[config.mk]
export PLATFORM = sky130hd
export DESIGN_NAME = gmm_subtract_fg_classify_pipe
export DESIGN_NICKNAME = d
export VERILOG_FILES = /design/src/rtl/gmm_subtract_fg_classify_pipe_pkg.sv /design/src/rtl/gmm_subtract_fg_classify_pipe_sq_dist.sv /design/src/rtl/gmm_subtract_fg_classify_pipe.sv
export SDC_FILE = /design/constraint.sdc
export NUM_CORES = 2
export LEC_CHECK = 0
export BUFFER_PORTS_ARGS = -buffer_cell sky130_fd_sc_hd__buf_2
export CORE_AREA = 2 2 270 272
export DETAILED_ROUTE_END_ITERATION = 6
export DIE_AREA = 0 0 272 274
export PLACE_DENSITY = 0.81
export SYNTH_ARGS = -nofsm -noshare
export SYNTH_HDL_FRONTEND = slang
export SYNTH_SLANG_ARGS = --single-unit
[constraint.sdc]
create_clock -name clk -period 6.1 [get_ports clk]
set_clock_uncertainty 0.2 [all_clocks]
set_input_delay 0.61 -clock clk [delete_from_list [all_inputs] [get_ports clk]]
set_output_delay 0.61 -clock clk [all_outputs]
set_load 0.005 [all_outputs]
[src/rtl/gmm_subtract_fg_classify_pipe_pkg.sv]
// Shared constants and types for the GMM foreground classifier.
// Field widths follow the existing colour/variance layout of the subtractor:
// 8-bit colour channels, 16-bit cluster variances, up to 3 clusters per pixel.
package gmm_subtract_fg_classify_pipe_pkg;

    localparam int PIX_W      = 8;
    localparam int VAR_W      = 16;
    localparam int TH_W       = 8;
    localparam int N_CH       = 3;
    localparam int N_CLUST    = 3;
    localparam int SQ_W       = 2 * PIX_W;
    localparam int D2_W       = 18;
    localparam int PROD_W     = VAR_W + TH_W;
    localparam int CNT_W_DEF  = 22;
    localparam int VAR_SH_DEF = 4;

    typedef struct packed {
        logic [CNT_W_DEF-1:0] fg_count;
        logic                 valid;
    } fg_stat_t;

    // A cluster takes part in the match only if it exists (k < n) and is one
    // of the background clusters (k <= B). B beyond n-1 is therefore harmless.
    function automatic logic is_cand(input int k, input logic [1:0] n, input logic [1:0] b);
        return (k < int'(n)) && (k <= int'(b));
    endfunction

endpackage

[src/rtl/gmm_subtract_fg_classify_pipe_sq_dist.sv]
// Combinational 3-channel squared colour distance.
// Ports:
//   pix_i   : pixel colour, one byte per channel
//   color_i : cluster mean, one byte per channel
//   d2_o    : sum of squared per-channel differences (max 3*255^2, fits 18b)
module gmm_subtract_fg_classify_pipe_sq_dist
    import gmm_subtract_fg_classify_pipe_pkg::*;
(
    input  logic [N_CH-1:0][PIX_W-1:0] pix_i,
    input  logic [N_CH-1:0][PIX_W-1:0] color_i,
    output logic [D2_W-1:0]            d2_o
);

    logic [PIX_W-1:0] ad;
    logic [SQ_W-1:0]  sq;

    // |d| squared equals d*d for the signed 9-bit difference, without
    // carrying a sign bit through the multiplier.
    always_comb begin
        d2_o = '0;
        ad   = '0;
        sq   = '0;
        for (int c = 0; c < N_CH; c++) begin
            ad   = (pix_i[c] >= color_i[c]) ? (pix_i[c] - color_i[c]) : (color_i[c] - pix_i[c]);
            sq   = SQ_W'(ad) * SQ_W'(ad);
            d2_o = d2_o + D2_W'(sq);
        end
    end

endmodule

[src/rtl/gmm_subtract_fg_classify_pipe.sv]
// Foreground classifier: matches each pixel against the background clusters
// selected by B-calc and emits a 1-bit foreground flag, plus a per-frame
// foreground pixel count.
// Pipeline: S1 distance, S2 threshold compare, S3 output register. All stages
// share one enable, so a downstream stall freezes the whole pipe.
// Ports:
//   clk, rst                       : clock, async active-high reset
//   var_th                         : match threshold, Q4.4
//   snk_valid/snk_ready            : input handshake
//   snk_pix, snk_mem_color,
//   snk_mem_var, snk_n, snk_B,
//   snk_eop                        : per-pixel beat from B-calc
//   src_valid/src_ready            : output handshake
//   src_fg, src_eop                : foreground flag and end-of-frame
//   stat_valid, stat_fg_count      : one-cycle pulse with completed frame count
module gmm_subtract_fg_classify_pipe
    import gmm_subtract_fg_classify_pipe_pkg::*;
#(
    parameter int CNT_W  = CNT_W_DEF,
    parameter int VAR_SH = VAR_SH_DEF
) (
    input  logic                                 clk,
    input  logic                                 rst,
    input  logic [TH_W-1:0]                      var_th,
    input  logic                                 snk_valid,
    output logic                                 snk_ready,
    input  logic [N_CH-1:0][PIX_W-1:0]           snk_pix,
    input  logic [N_CLUST-1:0][N_CH-1:0][PIX_W-1:0] snk_mem_color,
    input  logic [N_CLUST-1:0][VAR_W-1:0]        snk_mem_var,
    input  logic [1:0]                           snk_n,
    input  logic [1:0]                           snk_B,
    input  logic                                 snk_eop,
    input  logic                                 src_ready,
    output logic                                 src_valid,
    output logic                                 src_fg,
    output logic                                 src_eop,
    output logic                                 stat_valid,
    output logic [CNT_W-1:0]                     stat_fg_count
);

    logic en;

    logic [N_CLUST-1:0][D2_W-1:0]  d2_s1_d;
    logic [N_CLUST-1:0][D2_W-1:0]  s1_d2_q;
    logic [N_CLUST-1:0][VAR_W-1:0] s1_var_q;
    logic [1:0]                    s1_n_q, s1_b_q;
    logic                          s1_valid_q, s1_eop_q;

    logic [N_CLUST-1:0]            hit;
    logic [PROD_W-1:0]             lhs, rhs;
    logic                          s2_fg_d;
    logic                          s2_valid_q, s2_fg_q, s2_eop_q;

    logic                          src_valid_q, src_fg_q, src_eop_q;

    logic [CNT_W-1:0]              cnt_q, cnt_d, cnt_next;
    logic [CNT_W-1:0]              stat_cnt_q, stat_cnt_d;
    logic                          stat_valid_q, stat_valid_d;

    assign en        = src_ready | ~src_valid_q;
    assign snk_ready = en;

    for (genvar k = 0; k < N_CLUST; k++) begin : g_dist
        gmm_subtract_fg_classify_pipe_sq_dist u_dist (
            .pix_i   (snk_pix),
            .color_i (snk_mem_color[k]),
            .d2_o    (d2_s1_d[k])
        );
    end

    // Strict compare: equality is not a match, and var or var_th of zero
    // makes the right side zero so nothing can match that cluster.
    always_comb begin
        hit = '0;
        lhs = '0;
        rhs = '0;
        for (int k = 0; k < N_CLUST; k++) begin
            lhs    = PROD_W'(s1_d2_q[k]) << VAR_SH;
            rhs    = PROD_W'(s1_var_q[k]) * PROD_W'(var_th);
            hit[k] = (lhs < rhs) && is_cand(k, s1_n_q, s1_b_q);
        end
        s2_fg_d = ~|hit;
    end

    always_ff @(posedge clk or posedge rst) begin
        if (rst) begin
            s1_valid_q  <= 1'b0;
            s1_d2_q     <= '0;
            s1_var_q    <= '0;
            s1_n_q      <= '0;
            s1_b_q      <= '0;
            s1_eop_q    <= 1'b0;
            s2_valid_q  <= 1'b0;
            s2_fg_q     <= 1'b0;
            s2_eop_q    <= 1'b0;
            src_valid_q <= 1'b0;
            src_fg_q    <= 1'b0;
            src_eop_q   <= 1'b0;
        end else if (en) begin
            s1_valid_q  <= snk_valid;
            s1_d2_q     <= d2_s1_d;
            s1_var_q    <= snk_mem_var;
            s1_n_q      <= snk_n;
            s1_b_q      <= snk_B;
            s1_eop_q    <= snk_eop;
            s2_valid_q  <= s1_valid_q;
            s2_fg_q     <= s2_fg_d;
            s2_eop_q    <= s1_eop_q;
            src_valid_q <= s2_valid_q;
            src_fg_q    <= s2_fg_q;
            src_eop_q   <= s2_eop_q;
        end
    end

    // Frame count advances only on an accepted output beat; the eop beat's
    // own flag is included in the reported total.
    always_comb begin
        cnt_next     = (&cnt_q) ? cnt_q : (cnt_q + CNT_W'(src_fg_q));
        cnt_d        = cnt_q;
        stat_cnt_d   = stat_cnt_q;
        stat_valid_d = 1'b0;
        if (src_valid_q && src_ready) begin
            if (src_eop_q) begin
                stat_cnt_d   = cnt_next;
                stat_valid_d = 1'b1;
                cnt_d        = '0;
            end else begin
                cnt_d        = cnt_next;
            end
        end
    end

    always_ff @(posedge clk or posedge rst) begin
        if (rst) begin
            cnt_q        <= '0;
            stat_cnt_q   <= '0;
            stat_valid_q <= 1'b0;
        end else begin
            cnt_q        <= cnt_d;
            stat_cnt_q   <= stat_cnt_d;
            stat_valid_q <= stat_valid_d;
        end
    end

    assign src_valid     = src_valid_q;
    assign src_fg        = src_fg_q;
    assign src_eop       = src_eop_q;
    assign stat_valid    = stat_valid_q;
    assign stat_fg_count = stat_cnt_q;

endmodule

== Word-level counts from Yosys, hierarchy flattened ==
Cells that the tools add are included.

* Bits in registers: 159
* Input bits: 161
* Output and inout bits: 27

* Add/sub/neg operators: 25
* Multipliers: 12
* $lt $le $gt $ge: 17
* Mux-type cells: 13
* Bitwise logic cells: 2
* Reductions and logical operators: 10

{| class="wikitable"
|+ Operators by type and width
! cell !! number
|-
| $mul 8x8->16 || 9
|-
| $sub 8x8->8 || 18
|-
| $ge 8x8->1 || 9
|-
| $lt 22x24->1 || 3
|-
| $mul 16x8->24 || 3
|-
| $mux 8 || 9
|-
| $add 18x16->18 || 3
|-
| $add 16x16->17 || 3
|-
| $mux 22 || 2
|-
| $add 22x1->22 || 1
|-
| $reduce_and 22->1 || 1
|-
| $logic_and 1x1->1 || 6
|-
| $lt 1x2->1 const A || 2
|-
| $reduce_or 3->1 || 1
|-
| $le 1x2->1 const A || 1
|-
| $le 2x2->1 const A || 1
|-
| $lt 2x2->1 const A || 1
|-
| $mux 1 || 2
|-
| $reduce_and 2->1 || 1
|-
| $logic_not 1->1 || 1
|-
| $not 1->1 || 1
|-
| $or 1x1->1 || 1
|}

== Logic depth before layout (Yosys ltp) ==
* Depth in word-level cells: 5
* Gate-level depth with buffers: 44
* Gate-level depth less buffers: 43

== Modules after synthesis ==
From an unflattened synthesis, not the netlist that was laid out.

* Cell total of the unflattened synthesis: 4926
* Area, all modules: 42448.2 µm²

{| class="wikitable"
|+ Modules (own cells, without submodules)
! module !! instances !! cells each !! area each (µm²) !! seq. area each (µm²)
|-
| gmm_subtract_fg_classify_pipe || 1 || 2321 || 19991.7 || 3978.8
|-
| gmm_subtract_fg_classify_pipe_sq_dist (g_dist[0].u_dist) || 1 || 874 || 7606.0 || 0.0
|-
| gmm_subtract_fg_classify_pipe_sq_dist (g_dist[1].u_dist) || 1 || 878 || 7447.1 || 0.0
|-
| gmm_subtract_fg_classify_pipe_sq_dist (g_dist[2].u_dist) || 1 || 853 || 7403.4 || 0.0
|}

== Least setup slack after synthesis ==
OpenSTA, ideal clock, no wires.

* Kind: in2reg
* Start point: input snk_pix[8] (netlist name)
* End point: register s1_d2_q (netlist bit lhs[21])
* Arrival: 11.043 ns
* Slack: -5.268 ns
* Stages: 41
* Path through: inv_1 -> ha_1 -> inv_1 -> fa_1 -> a21o_1 -> a2111oi_4 -> nor3_1 -> or2_1 -> buf_4 -> a221oi_4 -> o41ai_4 -> mux2i_1 -> or2_1 -> clkbuf_2 -> nor2_1 -> fa_1 -> fa_1 -> fa_1 -> [5 not listed] -> ha_1 -> inv_1 -> xnor2_1 -> fa_1 -> fa_1 -> inv_1 -> fa_1 -> inv_1 -> fa_1 -> inv_1 -> ha_1 -> a21boi_0 -> o21ai_0 -> a211oi_1 -> or3_1 -> a31o_2 -> xor2_1 -> mux2_2

* Longest elaborated chain between the ends: 5

{| class="wikitable"
|+ RTL lines
! what !! line !! source
|-
| start: declaration || gmm_subtract_fg_classify_pipe.sv:27 || <nowiki>input logic [N_CH-1:0][PIX_W-1:0] snk_pix,</nowiki>
|-
| $sub 8x8->8 / $ge 8x8->1 (equally long branches) || gmm_subtract_fg_classify_pipe_sq_dist.sv:24 || <nowiki>ad = (pix_i[c] >= color_i[c]) ? (pix_i[c] - color_i[c]) : (color_i[c] - pix_i[c]);</nowiki>
|-
| $mux 8 (*) || gmm_subtract_fg_classify_pipe_sq_dist.sv:24 ||
|-
| $mul 8x8->16 (*) || gmm_subtract_fg_classify_pipe_sq_dist.sv:25 || <nowiki>sq = SQ_W'(ad) * SQ_W'(ad);</nowiki>
|-
| $add 16x16->17 (*) || gmm_subtract_fg_classify_pipe_sq_dist.sv:26 || <nowiki>d2_o = d2_o + D2_W'(sq);</nowiki>
|-
| $add 18x16->18 (*) || gmm_subtract_fg_classify_pipe_sq_dist.sv:26 ||
|-
| end signal: assignment || gmm_subtract_fg_classify_pipe.sv:101 || <nowiki>s1_d2_q <= d2_s1_d;</nowiki>
|-
| end: declaration || gmm_subtract_fg_classify_pipe.sv:44 || <nowiki>logic [N_CLUST-1:0][D2_W-1:0] s1_d2_q;</nowiki>
|}

Mark *: on every way between the ends. The rest lies on a longest branch, timed or not.
A chain may end at the register's enable or synchronous reset.

== Worst setup path after layout ==
* Start point: input snk_pix[8] (netlist name)
* End point: register s1_d2_q[35] (netlist name)

Same word-level chain as after synthesis.

==> metrics.md <==
| Metric | Value |
|---|---|
| # nets final | 7370 |
| Later-pin clock latency in the skew report | ~480 ps |
| Gr busiest metal | met2 |
| Die Outline Area | ~75000 sq um |
| Gate Count Post-Synth | 4893 |
| Crit. End Element | flip-flop |
| Peak Freq | between 90 and 100 MHz |
| Routed Antenna Nets | 0 |
| Final RePlAce weighted congestion | 0.945 |
| Fill cell count | approximately 4.2k |
| Layout area overhead | 32.0% |
| Slew @ Worst Pin | between 1000 and 1500 ps |
| Area taken by flip-flops and latches | 4000 sq um |
| Inserted Clock Buffers | 17 |
| Worst slack at placement | -5010 ps |
| Starting DRT DRC Count | ~3.5k |
| Multi-input gate area | 36500 sq um |
| Post-detail-place hpwl | about 95 mm |
| WL final | around 130 mm |
| Grt ovf | 0 |
| Num rows | 99 |
| Worst EP required | 6270 ps |
| Max-slew violation count | 0 |
| Met3 Track Usage GR | under 10% |
| Slew headroom | between 10% and 20% |
| Final number of setup-violating endpoints | 46 |
| Critical path arrival | 10790 ps |
| Slowest stage delay, CP | 530 ps |
| Clk buf depth | 2 |
| Fin crit share | 174% |
| DR WL/cell | roughly 19 um |
| Hold Fails Final Rpt | 0 |
| Worst Path Max Fanout | 7 |
| Async SR Flop Fraction | 100% |
| Post-synth EDFFs | 0 |
| Top cell by count, worst path | fa_1 |
| Cell Area, Synth | 41800 sq um |
| Most used DFF post-synth | dfrtp_1 |
| Number of vias after detailed routing | between 30k and 40k |
| Share of layout cells above drive strength 1 | ~30% |
| Ports | roughly 190 |
| Chip width | between 200 and 300 um |
| Top cell type by total area after synthesis | fa_1 |
| Sequential element share of the synthesized area | approximately a tenth |
| Via density | around 5.7 |
| Top cell type's share of synthesized area | between 20% and 30% |
| Startpoint Class | primary input |
| Seq cells post-synth | approximately 160 |
| DRT Pass-1 Iters | 7 |
| Yosys cell types | 93 |
| CP max-delay cell | fa_1 |
| Core footprint | slightly above 70000 sq um |
| GRT Overall Usage | 32.7% |
| Buffers & Inverters on Critical Path | 9 |
| Met2 Use GR | 57.0% |
| Clk sink count | ~160 |
| Vias in the first global route | about 41k |
| Initial antenna violation count | 4 |
| Status | complete, but fails checks |
| H-tree depth | 4 |
| Residual DRC | 3 |
| Die height | ~270 um |
| Min-Delay Path Class | in2async |
| First-pass GRT wire length | between 150 and 200 mm |
| Unrepaired setup endpoints after global routing | true |
| Worst setup path class | in2reg |
| Port buffer count | ~190 |
| M1 GR Usage | around 40% |
| Violated checks | design-rule violations, negative setup slack |
| Post-route setup slack | -4520 ps |
| Post-synthesis average cell area | 8.54 sq um |
| CTS tree | built |
| Syn Nets | approximately 6.3k |
| Final Util | between 70% and 80% |
| Initial Utilization | 58.1% |
| Root cell of the clock tree | clkbuf_16 |
| Hold Slack | about 0.49 ps |
| CP delay by family, top | adder cells |
| Synth area leaders | fa_1 30%, ha_1 18%, dfrtp_1 9.5% |
| Largest net degree at the start of global routing | 76 |
| Synth Warn # | 0 |
| Max Cap Viol | 0 |
| Min Clock Period, post-route | 10620 ps |
| CTS clk-pin slew, worst paths | around 80 ps |
## kinds of logic after synthesis
logic type | count (synthesis) | share of synthesized area [%]
simple gates | 1452 | 16.0
fa+ha+maj | 1223 | 47.7
buf+inv | 1119 | 10.1
compound gates | 663 | 10.6
xor+xnor | 221 | 4.70
flops | 159 | 9.52
mux | 56 | 1.37
## flip-flops by register name, indices dropped and copies added (netlist names), 2 cells and up
name,flops
s1_var_q,48
s1_d2_q,36
s1_n_q,2
cnt_q,22
stat_fg_count,22
lhs,18
s1_b_q,2
## per-stage QoR
stage / area (sq um) / setup TNS (ps) / cells
2_1_floorplan: 42600 / -156520 / 4893
3_3_place_gp: 51100 / -180060 / 6802
3_5_place_dp: 51100 / -189400 / 6802
4_1_cts: 53200 / -159000 / 6904
5_1_grt: 55200 / -177630 / 6960
6_report: 55200 / -166420 / 6962
## cells in the final DEF, fill, tap and decap left out, drive strengths merged, types with 26 or more instances in the layout
master	n
a211oi	35
a21o	63
a21oi	182
and2	184
buf	1210
dfrtp	159
fa	619
ha	604
inv	988
mux2i	45
nand2	609
nand2b	48
nand3	49
nor2	325
nor2b	33
nor3	55
o21a	26
o21ai	154
or2	45
xnor2	130
xor2	91
## final timing paths
kind	cells past startpoint	slack [ps]	endpoint	startpoint
max	42	-4520	s1_d2_q[35]$_DFFE_PP0P_	snk_pix[8]
min	2	0.5	stat_fg_count[16]$_DFFE_PP0P_	rst
max reg2reg	24	-550	s2_fg_q$_DFFE_PP0P_	s1_var_q[23]$_DFFE_PP0P_
min reg2reg	2	270	s2_eop_q$_DFFE_PP0P_	s2_eop_q$_DFFE_PP0P_
max in group asynchronous	3	4510	s1_var_q[35]$_DFFE_PP0P_	rst
min in group clk	3	130	s1_var_q[30]$_DFFE_PP0P_	snk_mem_var[30]
## area by class of cell
cell class | count | area share (%)
inverter | 981 | 6.77
multi-input combinational | 3615 | 66.2
tap | 959 | 2.18
clock inverter | 13 | 0.295
antenna | 4 | 0.0181
timing repair buffer | 1212 | 16.5
sequential | 159 | 7.26
clock buffer | 19 | 0.803
## cells in the mapped netlist (19+ instances only)
cell type  count
a31oi_1       20
a211oi_1      35
mux2i_1       45
and3_1        22
a21o_1        63
or2_2         39
nand2b_1      48
ha_1         604
a21oi_1      182
xnor2_1      127
o21ai_0      148
inv_1        979
o21bai_1      23
clkbuf_1     125
nand3_1       49
xor2_1        90
o21a_1        26
nor3_1        54
o31ai_1       20
nor2_1       324
nand4_1       25
fa_1         619
dfrtp_1      159
and2_1       184
o211ai_1      19
nor2b_1       33
nand2_1      609
## timing repair
item                       in CTS  in global routing
gates resized for setup       248                311
setup endpoints to repair      46                 46
pin swaps                     190                238
buffers inserted               74                 60
cloned                          0                  2
hold endpoints to repair        0                  0
hold buffers                    0                  0
## per-layer routing
layer / vias to the layer above / wire length, um / part of all wire [%]
met4: 6 / 9700 / 7.2
met3: 755 / 9970 / 7.4
met5: - / 36 / 0.027
li1: 17600 / - / -
met2: 2225 / 65800 / 49
met1: 19300 / 49100 / 36
Power is not shown: default switching activity piles up to over one toggle a cycle in this logic, so the estimate is an artifact.
